### src/rtl/mem_port_arbiter.sv
// rtl/mem_port_arbiter.sv - shares one memory line port between I-side fills and D-side fills/write-backs
module mem_port_arbiter #(
    parameter int LINE_BITS = 128,
    parameter int TIMEOUT   = 255
) (
    input  logic                 clock,
    input  logic                 reset,
    input  logic                 i_req,
    input  logic [31:0]          i_addr,
    output logic                 i_ack,
    output logic [LINE_BITS-1:0] i_rdata,
    input  logic                 d_req,
    input  logic                 d_we,
    input  logic [31:0]          d_addr,
    input  logic [LINE_BITS-1:0] d_wdata,
    output logic                 d_ack,
    output logic [LINE_BITS-1:0] d_rdata,
    output logic                 mem_req,
    output logic                 mem_we,
    output logic [31:0]          mem_addr,
    output logic [LINE_BITS-1:0] mem_wdata,
    input  logic [LINE_BITS-1:0] mem_rdata,
    input  logic                 mem_ready,
    output logic                 timeout_err
);
    localparam int OFFS = $clog2(LINE_BITS / 8);
    localparam int CW   = $clog2(TIMEOUT + 1);
    localparam logic [CW-1:0] TO_LAST = CW'(TIMEOUT);

    typedef enum logic [1:0] {IDLE = 2'd0, MEM = 2'd1, RESP = 2'd2} state_e;

    state_e               state_q, state_d;
    logic                 last_d_q, last_d_d;   // 1: data side holds (or last held) the port
    logic [31:0]          addr_q, addr_d;
    logic                 we_q, we_d;
    logic [LINE_BITS-1:0] wdata_q, wdata_d;
    logic [CW-1:0]        cnt_q, cnt_d;
    logic                 terr_q, terr_d;
    logic [LINE_BITS-1:0] irdata_q, irdata_d;
    logic [LINE_BITS-1:0] drdata_q, drdata_d;

    logic                 pick_d;
    logic [CW-1:0]        cnt_inc;
    logic [LINE_BITS-1:0] fill_line;

    always_ff @(posedge clock or negedge reset) begin
        if (!reset) begin
            state_q  <= IDLE;
            last_d_q <= 1'b0;
            addr_q   <= '0;
            we_q     <= 1'b0;
            wdata_q  <= '0;
            cnt_q    <= '0;
            terr_q   <= 1'b0;
            irdata_q <= '0;
            drdata_q <= '0;
        end else begin
            state_q  <= state_d;
            last_d_q <= last_d_d;
            addr_q   <= addr_d;
            we_q     <= we_d;
            wdata_q  <= wdata_d;
            cnt_q    <= cnt_d;
            terr_q   <= terr_d;
            irdata_q <= irdata_d;
            drdata_q <= drdata_d;
        end
    end

    always_comb begin
        state_d   = state_q;
        last_d_d  = last_d_q;
        addr_d    = addr_q;
        we_d      = we_q;
        wdata_d   = wdata_q;
        cnt_d     = cnt_q;
        terr_d    = terr_q;
        irdata_d  = irdata_q;
        drdata_d  = drdata_q;
        pick_d    = 1'b0;
        cnt_inc   = cnt_q + CW'(1);
        fill_line = '0;
        case (state_q)
            IDLE: begin
                if (i_req || d_req) begin
                    // Under contention the side that did not win last time goes first
                    pick_d             = d_req && (!i_req || !last_d_q);
                    last_d_d           = pick_d;
                    addr_d             = pick_d ? d_addr : i_addr;
                    addr_d[OFFS-1:0]   = '0;
                    we_d               = pick_d && d_we;
                    wdata_d            = (pick_d && d_we) ? d_wdata : '0;
                    state_d            = MEM;
                end
            end
            MEM: begin
                cnt_d = cnt_inc;
                if (mem_ready || cnt_inc == TO_LAST) begin
                    fill_line = mem_ready ? mem_rdata : '0;
                    if (!mem_ready) begin
                        terr_d = 1'b1;
                    end
                    if (!we_q) begin
                        if (last_d_q) begin
                            drdata_d = fill_line;
                        end else begin
                            irdata_d = fill_line;
                        end
                    end
                    cnt_d   = '0;
                    state_d = RESP;
                end
            end
            RESP:    state_d = IDLE;
            default: state_d = IDLE;
        endcase
    end

    always_comb begin
        mem_req = (state_q == MEM);
        i_ack   = (state_q == RESP) && !last_d_q;
        d_ack   = (state_q == RESP) && last_d_q;
    end

    assign mem_we      = we_q;
    assign mem_addr    = addr_q;
    assign mem_wdata   = wdata_q;
    assign i_rdata     = irdata_q;
    assign d_rdata     = drdata_q;
    assign timeout_err = terr_q;

endmodule

### config.mk
export PLATFORM = sky130hd
export DESIGN_NAME = mem_port_arbiter
export DESIGN_NICKNAME = d
export VERILOG_FILES = /design/src/rtl/mem_port_arbiter.sv
export SDC_FILE = /design/constraint.sdc
export NUM_CORES = 1
export LEC_CHECK = 0
export CAP_MARGIN = 10
export CORE_AREA = 2 2 294 296
export DETAILED_ROUTE_END_ITERATION = 12
export DIE_AREA = 0 0 296 298
export SYNTH_ARGS = -nofsm -noshare
export SYNTH_HDL_FRONTEND = slang
export SYNTH_SLANG_ARGS = --single-unit
### constraint.sdc
create_clock -name clock -period 2.8 [get_ports clock]
set_input_delay 0.56 -clock clock [delete_from_list [all_inputs] [get_ports clock]]
set_output_delay 0.56 -clock clock [all_outputs]
set_load 0.005 [all_outputs]
== Word level (Yosys, flattened, before mapping) ==
Index checks and enable logic that the tools add are counted.
Cells by class
  add/subtract/negate cells: 1
  equal/unequal tests: 5
  muxes and demuxes: 7
  bitwise logic cells: 3
  reduce and logical (&&, ||, !) cells: 15
Operators with widths (count)
  $mux 128: 2
  $mux 32: 1
  $add 8x1->8 const B: 1
  $eq 8x8->1 const B: 1
  $mux 8: 1
  $reduce_and 4->1: 2
  $logic_and 1x1->1: 4
  $mux 2: 2
  $pmux 2 s2: 1
  $reduce_and 2->1: 2
  $logic_or 1x1->1: 3
  $not 1->1: 3
  $reduce_and 3->1: 1
  $eq 2x1->1 const B: 1
  $eq 2x2->1 const B: 1
  $logic_not 1->1: 2
  $logic_not 2->1: 1
  $ne 2x1->1 const B: 1
  $ne 2x2->1 const B: 1
Storage, ports and cells
  register bits after elaboration: 425
  input port bits: 326
  output and inout bits: 421
  word-level logic and storage cells: 40

== Longest topological paths before layout ==
  depth in word-level cells: 5
  gate-level depth with buffers: 7
  depth with buffers taken out: 5

== Worst setup path after synthesis ==
Ideal clock, no wire load.
  kind: reg-to-reg
  start point: reg cnt_q[0]
  end point: reg irdata_q[117], in the netlist i_rdata[117]
  data arrival time: 1.646 ns
  slack: 1.026 ns
  stages on the path, launching flop included: 8
  clock period less this slack: 1.774 ns
  cell sequence: dfrtp_1 ha_1 xor2_1 nand4_2 o21ai_4 buf_4 buf_2 o21ai_0
Between the ends
  cells in the longest elaborated chain, start to end: 4
RTL lines
  start: declaration: RTL line 37  | logic [CW-1:0] cnt_q, cnt_d;
  start signal: assignment: RTL line 63  | cnt_q <= cnt_d;
  $add 8x1->8: RTL line 81  | cnt_inc = cnt_q + CW'(1);
  $eq 8x8->1: RTL line 98  | if (mem_ready || cnt_inc == TO_LAST) begin
  $logic_or 1x1->1: RTL line 98
  $reduce_and 4->1 (no source line)
  end signal: assignment: RTL line 65  | irdata_q <= irdata_d;
  end: declaration: RTL line 39  | logic [LINE_BITS-1:0] irdata_q, irdata_d;
No other way between the ends.
A chain may end at the register's enable or synchronous reset.

== Worst setup path after layout ==
  start point: reg state_q[1]
  end point: out mem_req
Between the ends
  cells in the longest elaborated chain, start to end: 1
RTL lines
  start: declaration: RTL line 32  | state_e state_q, state_d;
  start signal: assignment: RTL line 58  | state_q <= state_d;
  $eq 2x1->1: RTL line 120  | mem_req = (state_q == MEM);
  end: declaration: RTL line 18  | output logic mem_req,
No other way between the ends.

==> impl_metrics.tcl <==
set metrics [dict create \
    status "finished clean" \
    floorplan.initialDensity_pct 21.6 \
    setup_viol 0 \
    period_needed_ns 2.61 \
    ys_seq_area_share_pct 57.9 \
    maxCapViolations 0 \
    grt_pass1_wl_um 105000 \
    ir_worst_vdd_v 0.000503 \
    r2r_slack_ns 0.51 \
    hold_path.class "register to register" \
    tritoncts "done" \
    cts.sinks 425 \
    synth_edf_count 0 \
    tightest_slew_ns 0.725 \
    p_int_mw 20.6 \
    die_x_um 296 \
    cp.arrival_ns 2.05 \
    root_buffer "clkbuf_16" \
    pwr-share-seq_pct 35.2 \
    maxSlewViolCount 0 \
    insertion_delay_ns 0.58 \
    ioPinCount 747 \
    area_growth_pct 58.3 \
    grt_use_total_pct 15.5 \
    yosysMostFrequentCell "dfrtp_1" \
    wl_per_cell_um 18.1 \
    drive_above_1_share_pct 5.84 \
    drc 0 \
    cp.required_ns 2.24 \
    mappedNetlistArea_sq_um 18400 \
    grt_pass1_vias 16500 \
    cts.htree.levels 2 \
    ys_seq_elements 425 \
    fp-row-count 107 \
    die_h_um 298 \
    synth_flop_cell "dfrtp_1" \
    post-route-period-util_pct 93.3 \
    num-nets-final 3044 \
    synth_cells 2000 \
    gp_congestion 0.822 \
    fin_skew_ns 0.0123 \
    startpoint_type "register" \
    drtIter0Drc 932 \
    yosysWarnings 0 \
    cts_resized 0 \
    fmax_mhz 383 \
    dp_slack_ns 0.327 \
    clk_transition_reported_paths_ns 0.06 \
    swShare_pct 34.3 \
    synthArstFlopShare_pct 100 \
    setup_tns_ns 0 \
    cts-buffers-inserted 49 \
    crit_type "register to output port" \
    path_max_fanout 6 \
    synth_top_area_share_pct 57.9 \
    via_count 16600 \
    via_per_inst 4.24 \
    p_leak_nw 13.4 \
    slew_headroom_pct 51.7 \
    synth_area_leaders "dfrtp_1 (58%), a21oi_1 (7.1%), a22o_1 (6.1%)" \
    io_buffers 734 \
    avgSynthCellArea_sq_um 9.18 \
    p_comb_share_pct 43.1 \
    cts.path.max_buffers 3 \
    ant_nets 0 \
    synth.distinct_cells 40 \
    hold_viol 0 \
    dieArea_sq_um 88200 \
    synth_top_area_cell "dfrtp_1" \
    clockPowerShare_pct 21.7 \
    end_kind "output port" \
    antenna_found_initial 3 \
    drt_wl_total_um 70500 \
    overflow 0 \
    rsz0062_at_grt "false" \
    grt_max_degree 73 \
    core_sq_um 84900 \
    power_switching_mw 10.7 \
    hpwl_um 51900 \
    timing.final.ws_setup_ns 0.188 \
    ys_top_cells_by_count "dfrtp_1 (425), inv_1 (260), nor2_1 (260)" \
    powerDensity_nw_per_um2 1080 \
    dr.pass1.iters 5 \
]
## worst paths after layout
kind / from / to / cells after the start
setup / recovery: state_q[1] / mem_req / 3
hold / removal: timeout_err / timeout_err / 1
setup reg to reg: last_d_q / i_rdata[47] / 5
hold reg to reg: timeout_err / timeout_err / 1
max in group asynchronous: reset / mem_wdata[65] / 4
min in group asynchronous: reset / mem_addr[17] / 2
## layer usage
metal	GRT usage [%]	wire, um
met5	0	0
met4	4.98	2090
met3	4.30	5300
met2	24.8	32800
met1	20.1	30400
## power groups by stage
stage	registers (mW)	clock network, mW	logic [mW]
final	11.0	6.79	13.5
after global routing	11.4	7.27	14.9
after CTS	11.0	7.01	13.7
after detailed placement	11.0	0	13.7
after global placement	11.0	0	13.5
after floorplan	10.9	0	5.25
## cell type report
type | instances | area [sq um]
clock inverters | 14 | 228
flip-flops and latches | 425 | 10600
repair buffers | 807 | 8210
clock buffers | 76 | 1450
inverters | 260 | 976
well taps | 1144 | 1430
fillers | 8683 | 55800
diodes | 3 | 7.51
multi-input cells | 1173 | 6130
## cell families after synthesis
| group | Yosys count | synth area share [%] |
|---|---|---|
| XOR/XNOR | 3 | 0.184 |
| other | 1 | 0.0204 |
| AND/OR/NAND/NOR | 447 | 9.52 |
| AO/OA/AOI/OAI | 688 | 21.6 |
| flip-flops | 425 | 57.9 |
| multiplexers | 29 | 1.58 |
| buffers and inverters | 405 | 9.02 |
| adder cells (fa/ha/maj) | 2 | 0.136 |
## what timing repair did
item	in CTS	in global routing
endpoints found under the setup margin	0	0
hold endpoints to repair	23	0
hold buffers	1	0
setup buffers	0	0
## cells in the final DEF, fill, tap and decap left out, types with 2 or more instances in the layout
cell type        netlist  routed
clkdlybuf4s50_1        0     732
dfrtp_1              425     425
inv_1                260     260
nor2_1               260     260
a21oi_1              259     259
o21ai_0              179     179
nand2_1              166     166
a22o_1               128     128
o21ai_1              109     108
clkbuf_16              0      49
buf_4                 12      48
mux2i_1               29      29
buf_12                 0      25
clkbuf_1              83      15
clkbuf_8               0      12
nand3_1                6       6
bufinv_16              0       6
clkinv_2               0       6
conb_1                 1       4
diode_2                0       3
o31ai_1                3       3
a31o_2                 3       3
nand2b_1               2       2
o21ai_4                1       2
and3_1                 3       2
xor2_1                 2       2
ha_1                   2       2
inv_6                  0       2
## worst max-delay path, cell delays in order, from the launching register on
cell,delay (ns)
dfrtp_1,0.44
nand2b_1,0.24
inv_1,0.21
clkdlybuf4s50_1,0.59
## through the flow
step	hold slack (ns)	std cells	power, mW	util (%)	cell area, sq um
finish	0.467	3902	31.3	34.2	29100
global route	0.491	3902	33.6	34.2	29100
CTS	0.472	3899	31.7	34.2	29100
detailed placement	0.459	3808	24.7	32.3	27400
global placement	0.458	3808	24.5	32.3	27400
floorplan	0.264	2003	16.1	-	18400
## state kept, by name (all words and copies together) (netlist names)
register     flops
d_rdata        128
cnt_q            8
mem_we           1
i_rdata        128
last_d_q         1
mem_wdata      128
mem_addr        28
timeout_err      1
state_q          2
Power figures use the tool's default switching activity.
==> patch (config.mk and constraints unchanged) <==
The parameter `TIMEOUT` goes from 255 to 510.
--- a/src/rtl/mem_port_arbiter.sv
+++ b/src/rtl/mem_port_arbiter.sv
@@ -1,7 +1,7 @@
 // rtl/mem_port_arbiter.sv - shares one memory line port between I-side fills and D-side fills/write-backs
 module mem_port_arbiter #(
     parameter int LINE_BITS = 128,
-    parameter int TIMEOUT   = 255
+    parameter int TIMEOUT   = 510
 ) (
     input  logic                 clock,
     input  logic                 reset,
Check against the original RTL: no difference found for any inputs over 4 cycles, from zero or initial values and one cycle with reset low; that may be too few to reach the edited logic, so the function may still have changed.
==> patch against the original RTL <==
  * Sequential cell count increased by 1
  * Via count decreased by 20%
  * Final area decreased by 9.9%
  * Sequential share of layout area increased by 4.1 points
  * Total power decreased by 12%
  * Largest cell class unchanged
  * Area after synthesis decreased by 13%
  * Setup slack improved by 0.037 ns
  * Routed wire length decreased by 12%
==> patch: results (changes against the original RTL) <==
stage,metric,value,unit,change
setup_path,max incr delay on CP,0.56,ns,was 0.59 ns
min_path,Hold Path Sink,timeout_err$_DFFE_PN0P_,,unchanged
die,chip width,296,um,unchanged
clock_tree,H-tree levels,2,,unchanged
route,vias,13200,,was 16.6k
layout,share of cells above drive strength 1,6.82,%,was 5.84%
clock_tree,CTS Buf Count,48,,was 49
logic_synthesis,Async SR Flop Fraction,100,%,unchanged
layout,clock buffer count,67,,was 76
route,Iter 0 DRT Violations,776,,was 932
logic_synthesis,largest cells by area after synthesis,"dfrtp_1, a32o_1, a22o_1",,"was dfrtp_1, a21oi_1, a22o_1"
sta,fin crit period,2.58,ns,was 2.61 ns
layout,number of nets in the layout,2116,,"was 3,044"
placed_design,placer's final routability congestion estimate,0.825,,was 0.822
placed_design,pre-CTS setup slack,0.458,ns,was 0.327 ns
sta,Slew Limit Headroom,30.3,%,was 51.7%
logic_synthesis,"top cells by count, synth","dfrtp_1, a32o_1, a22o_1, clkbuf_1, nand2_1",,"was dfrtp_1, inv_1, nor2_1, a21oi_1, o21ai_0"
global_route,largest net degree at the start of global routing,141,,was 73
setup_path,worst r2r src,cnt_q[0]$_DFFE_PN0P_,,was last_d_q$_DFFE_PN0P_
layout,Non-clk bufs,775,,was 807
setup_path,R2R cell count,7,,was 5
route,drt first pass iters,6,,was 5
setup_path,reg2reg end,d_rdata[84]$_DFFE_PN0P_,,was i_rdata[47]$_DFFE_PN0P_
layout,final non-filler cell total,2965,,"was 3,902"
placed_design,hpwl dp,45.2,mm,was 51.9 mm
sta,clk_skew,0.0246,ns,was 0.0123 ns
global_route,first-pass GRT wire length,91.2,mm,was 105 mm
layout,buffering overhead,30.0,%,was 28.3%
power,Peak VDD IR,0.000606,V,was 0.000503 V
layout,Diodes inserted,4,,was 3
setup_path,reg2reg setup slack,0.53,ns,was 0.51 ns
layout,number of flip-flops and latches,426,,was 425
global_route,Tot GR Track Use,13.5,%,was 15.5%
layout,Storage cell area,10700,um2,"was 10,600 um2"
layout,comb_multi_in,535,,"was 1,173"
layout,fill cell count,8523,,"was 8,683"
layout,clock network area share,5.82,%,was 5.76%
min_path,critical hold path startpoint,timeout_err$_DFFE_PN0P_,,unchanged
placed_design,DP Area,24600,um2,"was 27,400 um2"
setup_path,Crit Path Max Fanout,14,,was 6
logic_synthesis,syn_area_per_cell,14.7,um2,was 9.18 um2
layout,Inverters excl. clock,2,,was 260
layout,multi-input combinational area share,17.9,%,was 21.1%
global_route,vias in the first global route,14100,,was 16.5k
logic_synthesis,sequential area share after synthesis,66.5,%,was 57.9%
power,P_leak,10.7,nW,was 13.4 nW
layout,Util after Layout,30.8,%,was 34.2%
logic_synthesis,Yosys warnings,0,,unchanged
global_route,initial antenna violation count,8,,was 3
sta,hold_ws,0.481,ns,was 0.467 ns
logic_synthesis,"Distinct cells, synth",42,,was 40
run_status,status,"finished, final reports clean",,unchanged
placed_design,placed cell count,2881,,"was 3,808"
setup_path,"Arr. time, crit path",2.02,ns,was 2.05 ns
route,wire per inst,21.0,um,was 18.1 um
[patch: cell count changes after synthesis, moves of 21 or more]
cell,delta
a21oi_1,-257
a32o_1,+256
buf_6,+21
inv_1,-258
nand2_1,-127
nor2_1,-255
o21ai_0,-145
o21ai_1,-108
[patch: cells by family (layout without fill, tap and decap cells)]
logic type	after synthesis	after routing	synth area share, %
adder cells (fa/ha/maj)	2	2	0.156
buffers and inverters	129	856	4.56
AND/OR/NAND/NOR	66	66	2.04
XOR/XNOR	2	2	0.156
multiplexers	29	29	1.81
AO/OA/AOI/OAI	432	432	24.7
flip-flops	426	426	66.5
other	1	8	0.0234
[patch: per-layer routing]
layer	up-vias	global-route usage [%]	share of wire (%)
met5	-	0	0.077
li1	5764	-	-
met1	6784	15.1	37
met4	8	3.37	2.1
met3	90	4.06	8.0
met2	560	24.6	52
[patch: where the power goes]
group	switching, mW	total (mW)	internal (mW)
sequential	1.64	10.4	8.72
combinational	4.43	11.2	6.79
clock	2.49	6.16	3.67
total	8.56	27.7	19.2
